`config.mk`:
```
export PLATFORM = sky130hd
export DESIGN_NAME = booth_mult_arbiter_flat
export DESIGN_NICKNAME = d
export VERILOG_FILES = /design/src/rtl/booth_mult_arbiter_if.sv /design/src/rtl/booth_mult_arbiter.sv /design/src/flat_wrapper.sv
export SDC_FILE = /design/constraint.sdc
export NUM_CORES = 1
export LEC_CHECK = 0
export ABC_AREA = 1
export BUFFER_PORTS_ARGS = -buffer_cell sky130_fd_sc_hd__buf_2
export CAP_MARGIN = 20
export CORE_UTILIZATION = 51
export CTS_CLUSTER_SIZE = 20
export DETAILED_ROUTE_END_ITERATION = 8
export PLACE_DENSITY = 0.86
export RECOVER_POWER = 100
export SKIP_CTS_REPAIR_TIMING = 1
export SKIP_LAST_GASP = 1
export SLEW_MARGIN = 20
export SYNTH_ARGS = -nofsm -noshare
export SYNTH_HDL_FRONTEND = slang
export SYNTH_SLANG_ARGS = --single-unit
```
`constraint.sdc`:
```
create_clock -name clk -period 5.7 [get_ports clk]
set_input_delay 0.855 -clock clk [delete_from_list [all_inputs] [get_ports clk]]
set_output_delay 0.855 -clock clk [all_outputs]
set_load 0.1 [all_outputs]
```
`src/rtl/booth_mult_arbiter_if.sv`:
```
// Bundle of requester, response and multiplier-side signals for booth_mult_arbiter.
// resp_err exists only when MUL_TIMEOUT_EN is defined.
interface booth_mult_arbiter_if #(
    parameter int NREQ = 4,
    parameter int W    = 4
);
    localparam int IDW = $clog2(NREQ);

    logic [NREQ-1:0]   req_valid;
    logic [NREQ-1:0]   req_ready;
    logic [NREQ*W-1:0] req_a;
    logic [NREQ*W-1:0] req_b;
    logic              resp_valid;
    logic              resp_ready;
    logic [IDW-1:0]    resp_id;
    logic [2*W-1:0]    resp_product;
    logic              mul_start;
    logic [W-1:0]      mul_multiplicand;
    logic [W-1:0]      mul_multiplier;
    logic              mul_done;
    logic [2*W-1:0]    mul_product;
    logic              busy;
`ifdef MUL_TIMEOUT_EN
    logic              resp_err;
`endif

    modport master (
        input  req_valid, req_a, req_b, resp_ready, mul_done, mul_product,
        output req_ready, resp_valid, resp_id, resp_product,
        output mul_start, mul_multiplicand, mul_multiplier, busy
`ifdef MUL_TIMEOUT_EN
        , output resp_err
`endif
    );

    modport slave (
        output req_valid, req_a, req_b, resp_ready, mul_done, mul_product,
        input  req_ready, resp_valid, resp_id, resp_product,
        input  mul_start, mul_multiplicand, mul_multiplier, busy
`ifdef MUL_TIMEOUT_EN
        , input resp_err
`endif
    );
endinterface

```
`src/rtl/booth_mult_arbiter.sv`:
```
// Round-robin front end sharing one signed multiplier among NREQ requesters.
// Define MUL_TIMEOUT_EN to add a WAIT watchdog and the resp_err flag.
module booth_mult_arbiter #(
    parameter int NREQ           = 4,
    parameter int W              = 4,
    parameter int TIMEOUT_CYCLES = 15
) (
    input  logic                 clk,
    input  logic                 rst_n,
    booth_mult_arbiter_if.master bus
);
    localparam int IDW = $clog2(NREQ);

    typedef enum logic [2:0] {
        S_IDLE  = 3'd0,
        S_ISSUE = 3'd1,
        S_BLANK = 3'd2,
        S_WAIT  = 3'd3,
        S_RESP  = 3'd4
    } state_t;

    state_t                 state_q, state_d;
    logic [IDW-1:0]         last_q, last_d;
    logic [IDW-1:0]         id_q, id_d;
    logic [W-1:0]           a_q, a_d;
    logic [W-1:0]           b_q, b_d;
    logic [2*W-1:0]         prod_q, prod_d;

    logic [NREQ-1:0][W-1:0] a_arr;
    logic [NREQ-1:0][W-1:0] b_arr;
    logic                   gnt_found;
    logic [IDW-1:0]         gnt_idx;
    logic [IDW-1:0]         cand;
    logic [NREQ-1:0]        gnt_oh;
    logic                   tmo;

    assign a_arr = bus.req_a;
    assign b_arr = bus.req_b;

    // Search starts one past the last grant so every requester gets a turn.
    always_comb begin
        gnt_found = 1'b0;
        gnt_idx   = '0;
        cand      = '0;
        for (int k = 1; k <= NREQ; k++) begin
            cand = IDW'((int'(last_q) + k) % NREQ);
            if (!gnt_found && bus.req_valid[cand]) begin
                gnt_found = 1'b1;
                gnt_idx   = cand;
            end
        end
    end

    assign gnt_oh = NREQ'(1) << gnt_idx;

`ifdef MUL_TIMEOUT_EN
    localparam int CW = $clog2(TIMEOUT_CYCLES + 1);
    logic [CW-1:0] cnt_q, cnt_d;
    logic          err_q, err_d;

    assign tmo = (state_q == S_WAIT) && !bus.mul_done &&
                 (cnt_q == CW'(TIMEOUT_CYCLES - 1));

    always_comb begin
        cnt_d = cnt_q;
        err_d = err_q;
        if (state_q == S_BLANK) begin
            cnt_d = '0;
        end else if (state_q == S_WAIT) begin
            cnt_d = cnt_q + 1'b1;
            if (bus.mul_done) err_d = 1'b0;
            else if (tmo)     err_d = 1'b1;
        end
    end

    always_ff @(posedge clk or negedge rst_n) begin
        if (!rst_n) begin
            cnt_q <= '0;
            err_q <= 1'b0;
        end else begin
            cnt_q <= cnt_d;
            err_q <= err_d;
        end
    end

    assign bus.resp_err = err_q;
`else
    assign tmo = 1'b0;
`endif

    always_ff @(posedge clk or negedge rst_n) begin
        if (!rst_n) state_q <= S_IDLE;
        else        state_q <= state_d;
    end

    // BLANK always takes one cycle so a done left high by the previous job is never seen.
    always_comb begin
        state_d = state_q;
        unique case (state_q)
            S_IDLE:  if (gnt_found) state_d = S_ISSUE;
            S_ISSUE: state_d = S_BLANK;
            S_BLANK: state_d = S_WAIT;
            S_WAIT:  if (bus.mul_done || tmo) state_d = S_RESP;
            S_RESP:  if (bus.resp_ready) state_d = S_IDLE;
            default: state_d = S_IDLE;
        endcase
    end

    always_comb begin
        bus.req_ready  = '0;
        bus.mul_start  = 1'b0;
        bus.resp_valid = 1'b0;
        bus.busy       = 1'b1;
        unique case (state_q)
            S_IDLE: begin
                bus.busy = 1'b0;
                // Gated by rst_n so the accept strobe is also quiet while reset is held.
                if (gnt_found && rst_n) bus.req_ready = gnt_oh;
            end
            S_ISSUE: bus.mul_start  = 1'b1;
            S_RESP:  bus.resp_valid = 1'b1;
            default: ;
        endcase
    end

    always_comb begin
        last_d = last_q;
        id_d   = id_q;
        a_d    = a_q;
        b_d    = b_q;
        prod_d = prod_q;
        if (state_q == S_IDLE && gnt_found) begin
            last_d = gnt_idx;
            id_d   = gnt_idx;
            a_d    = a_arr[gnt_idx];
            b_d    = b_arr[gnt_idx];
        end
        if (state_q == S_WAIT) begin
            if (bus.mul_done) prod_d = bus.mul_product;
            else if (tmo)     prod_d = '0;
        end
    end

    always_ff @(posedge clk or negedge rst_n) begin
        if (!rst_n) begin
            last_q <= IDW'(NREQ - 1);
            id_q   <= '0;
            a_q    <= '0;
            b_q    <= '0;
            prod_q <= '0;
        end else begin
            last_q <= last_d;
            id_q   <= id_d;
            a_q    <= a_d;
            b_q    <= b_d;
            prod_q <= prod_d;
        end
    end

    assign bus.mul_multiplicand = a_q;
    assign bus.mul_multiplier   = b_q;
    assign bus.resp_id          = id_q;
    assign bus.resp_product     = prod_q;
endmodule

```
`src/flat_wrapper.sv`:
```
// flat-port wrapper written by rule: the top's interface ports become plain ports
module booth_mult_arbiter_flat 
#(
    parameter int NREQ           = 4,
    parameter int W              = 4,
    parameter int TIMEOUT_CYCLES = 15
)
  (clk, rst_n, bus_req_valid, bus_req_a, bus_req_b, bus_resp_ready, bus_mul_done, bus_mul_product, bus_req_ready, bus_resp_valid, bus_resp_id, bus_resp_product, bus_mul_start, bus_mul_multiplicand, bus_mul_multiplier, bus_busy);
  booth_mult_arbiter_if #(.NREQ(NREQ), .W(W)) bus_i ();
  input  logic clk;
  input  logic rst_n;
  input wire logic [$bits(bus_i.req_valid)-1:0] bus_req_valid;
  input wire logic [$bits(bus_i.req_a)-1:0] bus_req_a;
  input wire logic [$bits(bus_i.req_b)-1:0] bus_req_b;
  input wire logic [$bits(bus_i.resp_ready)-1:0] bus_resp_ready;
  input wire logic [$bits(bus_i.mul_done)-1:0] bus_mul_done;
  input wire logic [$bits(bus_i.mul_product)-1:0] bus_mul_product;
  output wire logic [$bits(bus_i.req_ready)-1:0] bus_req_ready;
  output wire logic [$bits(bus_i.resp_valid)-1:0] bus_resp_valid;
  output wire logic [$bits(bus_i.resp_id)-1:0] bus_resp_id;
  output wire logic [$bits(bus_i.resp_product)-1:0] bus_resp_product;
  output wire logic [$bits(bus_i.mul_start)-1:0] bus_mul_start;
  output wire logic [$bits(bus_i.mul_multiplicand)-1:0] bus_mul_multiplicand;
  output wire logic [$bits(bus_i.mul_multiplier)-1:0] bus_mul_multiplier;
  output wire logic [$bits(bus_i.busy)-1:0] bus_busy;
  assign bus_i.req_valid = bus_req_valid;
  assign bus_i.req_a = bus_req_a;
  assign bus_i.req_b = bus_req_b;
  assign bus_i.resp_ready = bus_resp_ready;
  assign bus_i.mul_done = bus_mul_done;
  assign bus_i.mul_product = bus_mul_product;
  assign bus_req_ready = bus_i.req_ready;
  assign bus_resp_valid = bus_i.resp_valid;
  assign bus_resp_id = bus_i.resp_id;
  assign bus_resp_product = bus_i.resp_product;
  assign bus_mul_start = bus_i.mul_start;
  assign bus_mul_multiplicand = bus_i.mul_multiplicand;
  assign bus_mul_multiplier = bus_i.mul_multiplier;
  assign bus_busy = bus_i.busy;
  booth_mult_arbiter #(.NREQ(NREQ), .W(W), .TIMEOUT_CYCLES(TIMEOUT_CYCLES)) u_core (.clk(clk), .rst_n(rst_n), .bus(bus_i));
endmodule
```
==> run_results.csv, run 1 <==
group,metric,value,unit
cells_and_area,final_cell_mix,"nand2_1 (108), buf_2 (50), nand3_1 (23)",
synthesis,synthCells,226,
synthesis,synth_area_leaders,"dfrtp_1 (32%), nand2_1 (24%), nand2_2 (7.2%), nand3_1 (6.9%), mux2_2 (5.4%)",
sta,finalSetupViolCount,0,
clock_tree,path_clk_slew,0.12,ns
cells_and_area,synthToLayoutAreaGrowth,18.6,%
grt,grt_busiest_layer,"met2",
routing,drc,0,
critical_path,cp_slowest_cell,"dfstp_1",
sta,timing_max_transition_violations_final,0,
clock_tree,cts_made_buffers,3,
clock_tree,clkLatencyLatePin,0.31,ns
grt,track_usage,21.4,%
worst_hold_path,hp-class,"reg -> reg",
sta,finClkSkew,0.000933,ns
sta,fin_crit_sh,79.7,%
floorplan,die_y,59.0,um
clock_tree,cts_tree,"done",
floorplan,core_area,0.00308,mm^2
clock_tree,cts_root_buf,"clkbuf_4",
clock_tree,cts_max_level,1,
clock_tree,cts_max_path_buffers,2,
routing,drt_pass1_iterations,4,
critical_path,end_kind,"primary output",
routing,drtIter0Drc,93,
floorplan,num_rows,20,
placement,portBuffers,72,
cells_and_area,final_cell_count_no_fill,339,
synthesis,synthDominantCellAreaShare,31.7,%
grt,grt_antenna_before_repair,0,
grt,grt_max_degree,25,
floorplan,initial_core_util,53.9,%
synthesis,synth_warnings,0,
cells_and_area,nets,344,
critical_path,crit_path_start_kind,"flop",
routing,drt_wl_total,3.52,mm
critical_path,worstPathArrival,3.69,ns
synthesis,ys_seq_area_share,34.8,%
grt,grt_overflow,0,
routing,ant_nets,0,
floorplan,dieArea,0.00349,mm^2
critical_path,crit_top_cell,"nand2_1",
cells_and_area,n_fill_cell,296,
grt,grt_use_met1,27.7,%
critical_path,max_stage_delay,0.75,ns
placement,gp_congestion,0.831,
synthesis,ys_ff_latch,23,
sta,fin_crit,4.54,ns
cells_and_area,finish.utilization,63.9,%
sta,tightest_slew,1.20,ns
grt,grt_use_met2,36.9,%
sta,tns,0,ns
grt,grt_pass1_vias,1413,
cells_and_area,n_antenna_cell,0,
routing,vias_per_cell,4.85,
routing,wire_per_inst,10.4,um
cells_and_area,drive_gt1_share,31.5,%
synthesis,synth_area_per_cell,7.34,um^2
sta,grt_setup_unrepaired,"false",
synthesis,syn_nets,274,
status,outcome,"complete, no violations",
floorplan,fp.dieW,59.0,um
synthesis,yosys.area.top_type,"dfrtp_1",
routing,via_count,1644,
clock_tree,cts_sinks,23,
sta,hold_viol_final,0,
critical_path,crit_fanout,12,
grt,grt_pass1_wl,5.78,mm
sta,max_freq,0.220,GHz
sta,slew_headroom,20.4,%
critical_path,worst-endpoint-required,4.85,ns
floorplan,num_io_pins,73,
synthesis,syn_area,0.00166,mm^2
run,timing.max_cap.violations,0,
critical_path,path_cells,"clkinvlp_2 > nand2_1 > nand2_1 > nand2_1 > nand2_1 > nor2_8 > nand4_1 > nand3_1 > clkinv_1 > nor3_1 > buf_2",
critical_path,critical_path_class,"reg -> out",
cells_and_area,final_common_cell,"nand2_1",
grt,met3_usage,4.15,%
placement,place_inst,335,
synthesis,ys_types,26,
placement,place_hpwl,2.78,mm
## cell families after synthesis
logic type      Yosys count  synth area share [%]
mux                       8                  5.43
buf+inv                  23                  9.28
flops                    23                  34.8
compound gates            7                  3.02
simple gates            165                  47.4
## flip-flops by register name, indices dropped and copies added (netlist names)
signal,flops
u_core.bus.resp_product,8
u_core.bus.mul_multiplicand,4
u_core.bus.mul_multiplier,4
u_core.state_q,3
u_core.bus.resp_id,2
u_core.last_q,2
## worst paths after layout
check	from	end	slack (ns)	depth (start not counted)
min in group asynchronous	rst_n	u_core.bus.mul_multiplicand[0]	0.75	1
max reg2reg	u_core.last_q[0]	u_core.bus.mul_multiplicand[0]	2.58	13
min reg2reg	u_core.bus.mul_multiplier[3]	u_core.bus.mul_multiplier[3]	0.49	2
max	u_core.last_q[0]	bus_req_ready[2]	1.16	11
min	u_core.bus.mul_multiplier[3]	u_core.bus.mul_multiplier[3]	0.49	2
max in group asynchronous	rst_n	u_core.bus.resp_product[5]	4.25	1
## cell type report
cell class / count / area (um^2) / share of cell area, %
clock inverters: 1 / 5.00 / 0.254
well taps: 44 / 55.1 / 2.80
clock buffers: 3 / 22.5 / 1.15
inverters: 16 / 61.3 / 3.12
flip-flops and latches: 23 / 578 / 29.4
repair buffers: 72 / 333 / 16.9
multi-input cells: 180 / 912 / 46.4
## worst max-delay path, delay by kind of cell, from the launching register on
kind          cells  cell delay [ns]
simple gates      8             1.38
flops             1             0.75
buf+inv           3             1.26
## synth_stat cells, drive strengths merged
cell / n
dfstp: 2
nor3: 6
o21bai: 1
mux2: 8
a31oi: 1
nand3: 25
o211ai: 1
dfrtp: 21
clkbuf: 2
nand2: 128
inv: 15
clkinv: 1
o21ai: 4
nor2: 5
buf: 5
nand4: 1
## metal layers
metal  share of wire [%]  wire length, um  vias up
li1                    -                -      854
met5                   0                0        -
met4                0.82               29        0
met1                  46             1610      738
met3                 4.7              167        4
met2                  48             1700       48
## through the flow
stage / area [um^2] / setup slack [ns] / hold WS [ns]
finish: 1970 / 1.16 / 0.493
global placement: 1990 / 1.95 / 0.462
CTS: 2010 / 1.74 / 0.491
detailed placement: 1990 / 1.87 / 0.461
global route: 1970 / 0.768 / 0.526
floorplan: 1660 / 1.06 / 0.535
Power of run 1 is left out: the tool's default activity adds up to more than one toggle a clock period on the data nets, which glitch-free logic cannot reach.
==> inputs of run 2 (changes only) <==
ABC_AREA = 0   (was 1)
CORE_UTILIZATION = 43   (was 51)
PLACE_DENSITY = 0.8   (was 0.86)
clock period = 4.7 ns   (was 5.7 ns; I/O delays follow)
==> run_results.csv, run 2 <==
group,metric,value,unit
floorplan,initial_core_util,45.4,%
critical_path,path_cells,"nand2_1 > o2bb2ai_1 > nor2_4 > nand3_1 > nor2b_1 > clkbuf_1",
cells_and_area,synthToLayoutAreaGrowth,28.0,%
critical_path,rr_startpoint,"u_core.last_q[1]",
sta,fin_crit_sh,78.8,%
cells_and_area,finish.utilization,58.0,%
synthesis,ys_types,31,
placement,place_hpwl,2.39,mm
placement,portBuffers,72,
grt,grt_max_degree,26,
sta,slew_headroom,14.5,%
critical_path,crit_path_start_kind,"flop",
critical_path,r2r-end,"u_core.bus.mul_multiplicand[0]",
critical_path,critical_path_class,"reg -> out",
synthesis,yosysMostFrequentCell,"dfrtp_1",
sta,fin_crit,3.70,ns
routing,via_count,1149,
sta,hold_viol_final,0,
floorplan,num_io_pins,73,
grt,grt_antenna_before_repair,0,
clock_tree,cts_max_path_buffers,2,
critical_path,worstPathArrival,3.00,ns
clock_tree,cts_made_buffers,3,
sta,tightest_slew,1.28,ns
critical_path,end_kind,"primary output",
sta,finalSetupViolCount,0,
critical_path,cp_slowest_cell,"clkbuf_1",
grt,track_usage,20.5,%
critical_path,ff2ff_path_depth,5,
synthesis,synthCells,112,
sta,grt_setup_unrepaired,"false",
synthesis,synth_warnings,0,
grt,grt_pass1_wl,4.93,mm
routing,ant_nets,0,
sta,finClkSkew,0.0144,ns
synthesis,yosys.area.top_type,"dfrtp_1",
grt,grt_overflow,0,
synthesis,synthDominantCellAreaShare,42.4,%
clock_tree,clkLatencyLatePin,0.32,ns
routing,drc,0,
clock_tree,cts_sinks,23,
synthesis,synth_ff_type,"dfrtp_1",
routing,wire_per_inst,14.4,um
grt,grt_pass1_vias,1093,
cells_and_area,largest_reg_flops,8,
synthesis,syn_area,0.00124,mm^2
synthesis,synth_edf_count,0,
synthesis,ys_ff_latch,23,
synthesis,ys_async_sr_fraction,100,%
critical_path,crit_fanout,18,
routing,drt_pass1_iterations,4,
cells_and_area,n_antenna_cell,0,
worst_hold_path,hp-class,"reg -> reg",
clock_tree,cts_tree,"done",
critical_path,worst-endpoint-required,3.99,ns
clock_tree,cts_max_level,1,
status,outcome,"complete, no violations",
floorplan,dieArea,0.00310,mm^2
sta,max_freq,0.270,GHz
floorplan,num_rows,19,
cells_and_area,final_common_cell,"buf_2",
worst_hold_path,holdPathEnd,"u_core.bus.resp_id[1]",
cells_and_area,drive_gt1_share,33.7,%
synthesis,syn_nets,160,
routing,drt_wl_total,3.09,mm
floorplan,die_y,55.7,um
cells_and_area,nets,233,
floorplan,core_area,0.00273,mm^2
synthesis,synth_area_leaders,"dfrtp_1 (42%), mux2i_1 (14%), mux2_2 (7.3%), o221ai_1 (5.7%), nand2_1 (5.1%)",
floorplan,fp.dieW,55.7,um
routing,vias_per_cell,5.34,
synthesis,synth_area_per_cell,11.1,um^2
placement,gp_congestion,0.841,
worst_hold_path,worstHoldPathCells,2,
clock_tree,path_clk_slew,0.12,ns
synthesis,synth_common_cells,"dfrtp_1 (21), mux2i_1 (17), nand2_1 (17)",
worst_hold_path,hold_start,"u_core.bus.resp_id[1]",
routing,drtIter0Drc,45,
run,timing.max_cap.violations,0,
critical_path,max_stage_delay,0.87,ns
sta,tns,0,ns
critical_path,reg2reg_slack,2.58,ns
sta,timing_max_transition_violations_final,0,
cells_and_area,final_cell_mix,"buf_2 (46), clkbuf_1 (26), dfrtp_1 (21)",
clock_tree,cts_root_buf,"clkbuf_4",
synthesis,ys_seq_area_share,46.6,%
-- run 2: changes by cell type after synthesis, moves of 8 or more --
cell,previous run,this run
inv_1,10,2
o221ai_1,0,8
nand3_1,23,2
nand2_2,19,1
nand2_1,104,17
mux2i_1,0,17
-- run 2: how the worst max path moves through the flow --
stage / start / end / cells after the start
2_1_floorplan: bus_req_valid[1] / bus_req_ready[3] / 6
3_3_place_gp: bus_req_valid[1] / bus_req_ready[3] / 7
3_5_place_dp: bus_req_valid[1] / bus_req_ready[3] / 7
4_1_cts: u_core.last_q[1] / bus_req_ready[3] / 6
5_1_grt: rst_n / bus_req_ready[1] / 4
6_report: u_core.last_q[1] / bus_req_ready[3] / 6
-- run 2: logic make-up (layout without fill, tap and decap cells) --
family / Yosys count / count (layout) / synth area share [%]
flops: 23 / 23 / 46.6
mux: 25 / 25 / 21.0
compound gates: 19 / 19 / 11.7
buf+inv: 6 / 78 / 3.94
simple gates: 39 / 39 / 16.8
-- run 2: metrics by stage --
| step | area, um^2 | instances | setup slack, ns | hold slack [ns] |
|---|---|---|---|---|
| after global routing | 1590 | 215 | 0.705 | 0.530 |
| final | 1590 | 215 | 0.996 | 0.496 |
| after global placement | 1600 | 211 | 1.67 | 0.462 |
| after floorplan | 1240 | 112 | 1.10 | 0.409 |
| after CTS | 1630 | 215 | 1.54 | 0.354 |
| after detailed placement | 1600 | 211 | 1.60 | 0.466 |
-- run 2: cell type report --
| class | instances | area (um^2) |
|---|---|---|
| Multi-Input combinational cell | 83 | 607 |
| Clock inverter | 1 | 5.00 |
| Tap cell | 31 | 38.8 |
| Clock buffer | 3 | 22.5 |
| Fill cell | 248 | 1150 |
| Inverter | 2 | 7.51 |
| Timing Repair Buffer | 72 | 328 |
| Sequential cell | 23 | 578 |
-- run 2: critical path: cells and delay by family (launching register included) --
kind	cells	cell delay (ns)
AOI/OAI and AO/OA	1	0.19
DFF	1	0.66
and+or+nand+nor	4	0.98
buffers and inverters	1	0.87
-- run 2: layer usage --
metal | vias up | global-route usage [%] | share of wire (%)
li1 | 552 | - | -
met1 | 540 | 22.7 | 38
met2 | 51 | 37.0 | 53
met3 | 6 | 5.12 | 7.3
met4 | 0 | 8.57 | 1.7
met5 | - | 0 | 0
Power of run 2 is left out for the same reason.
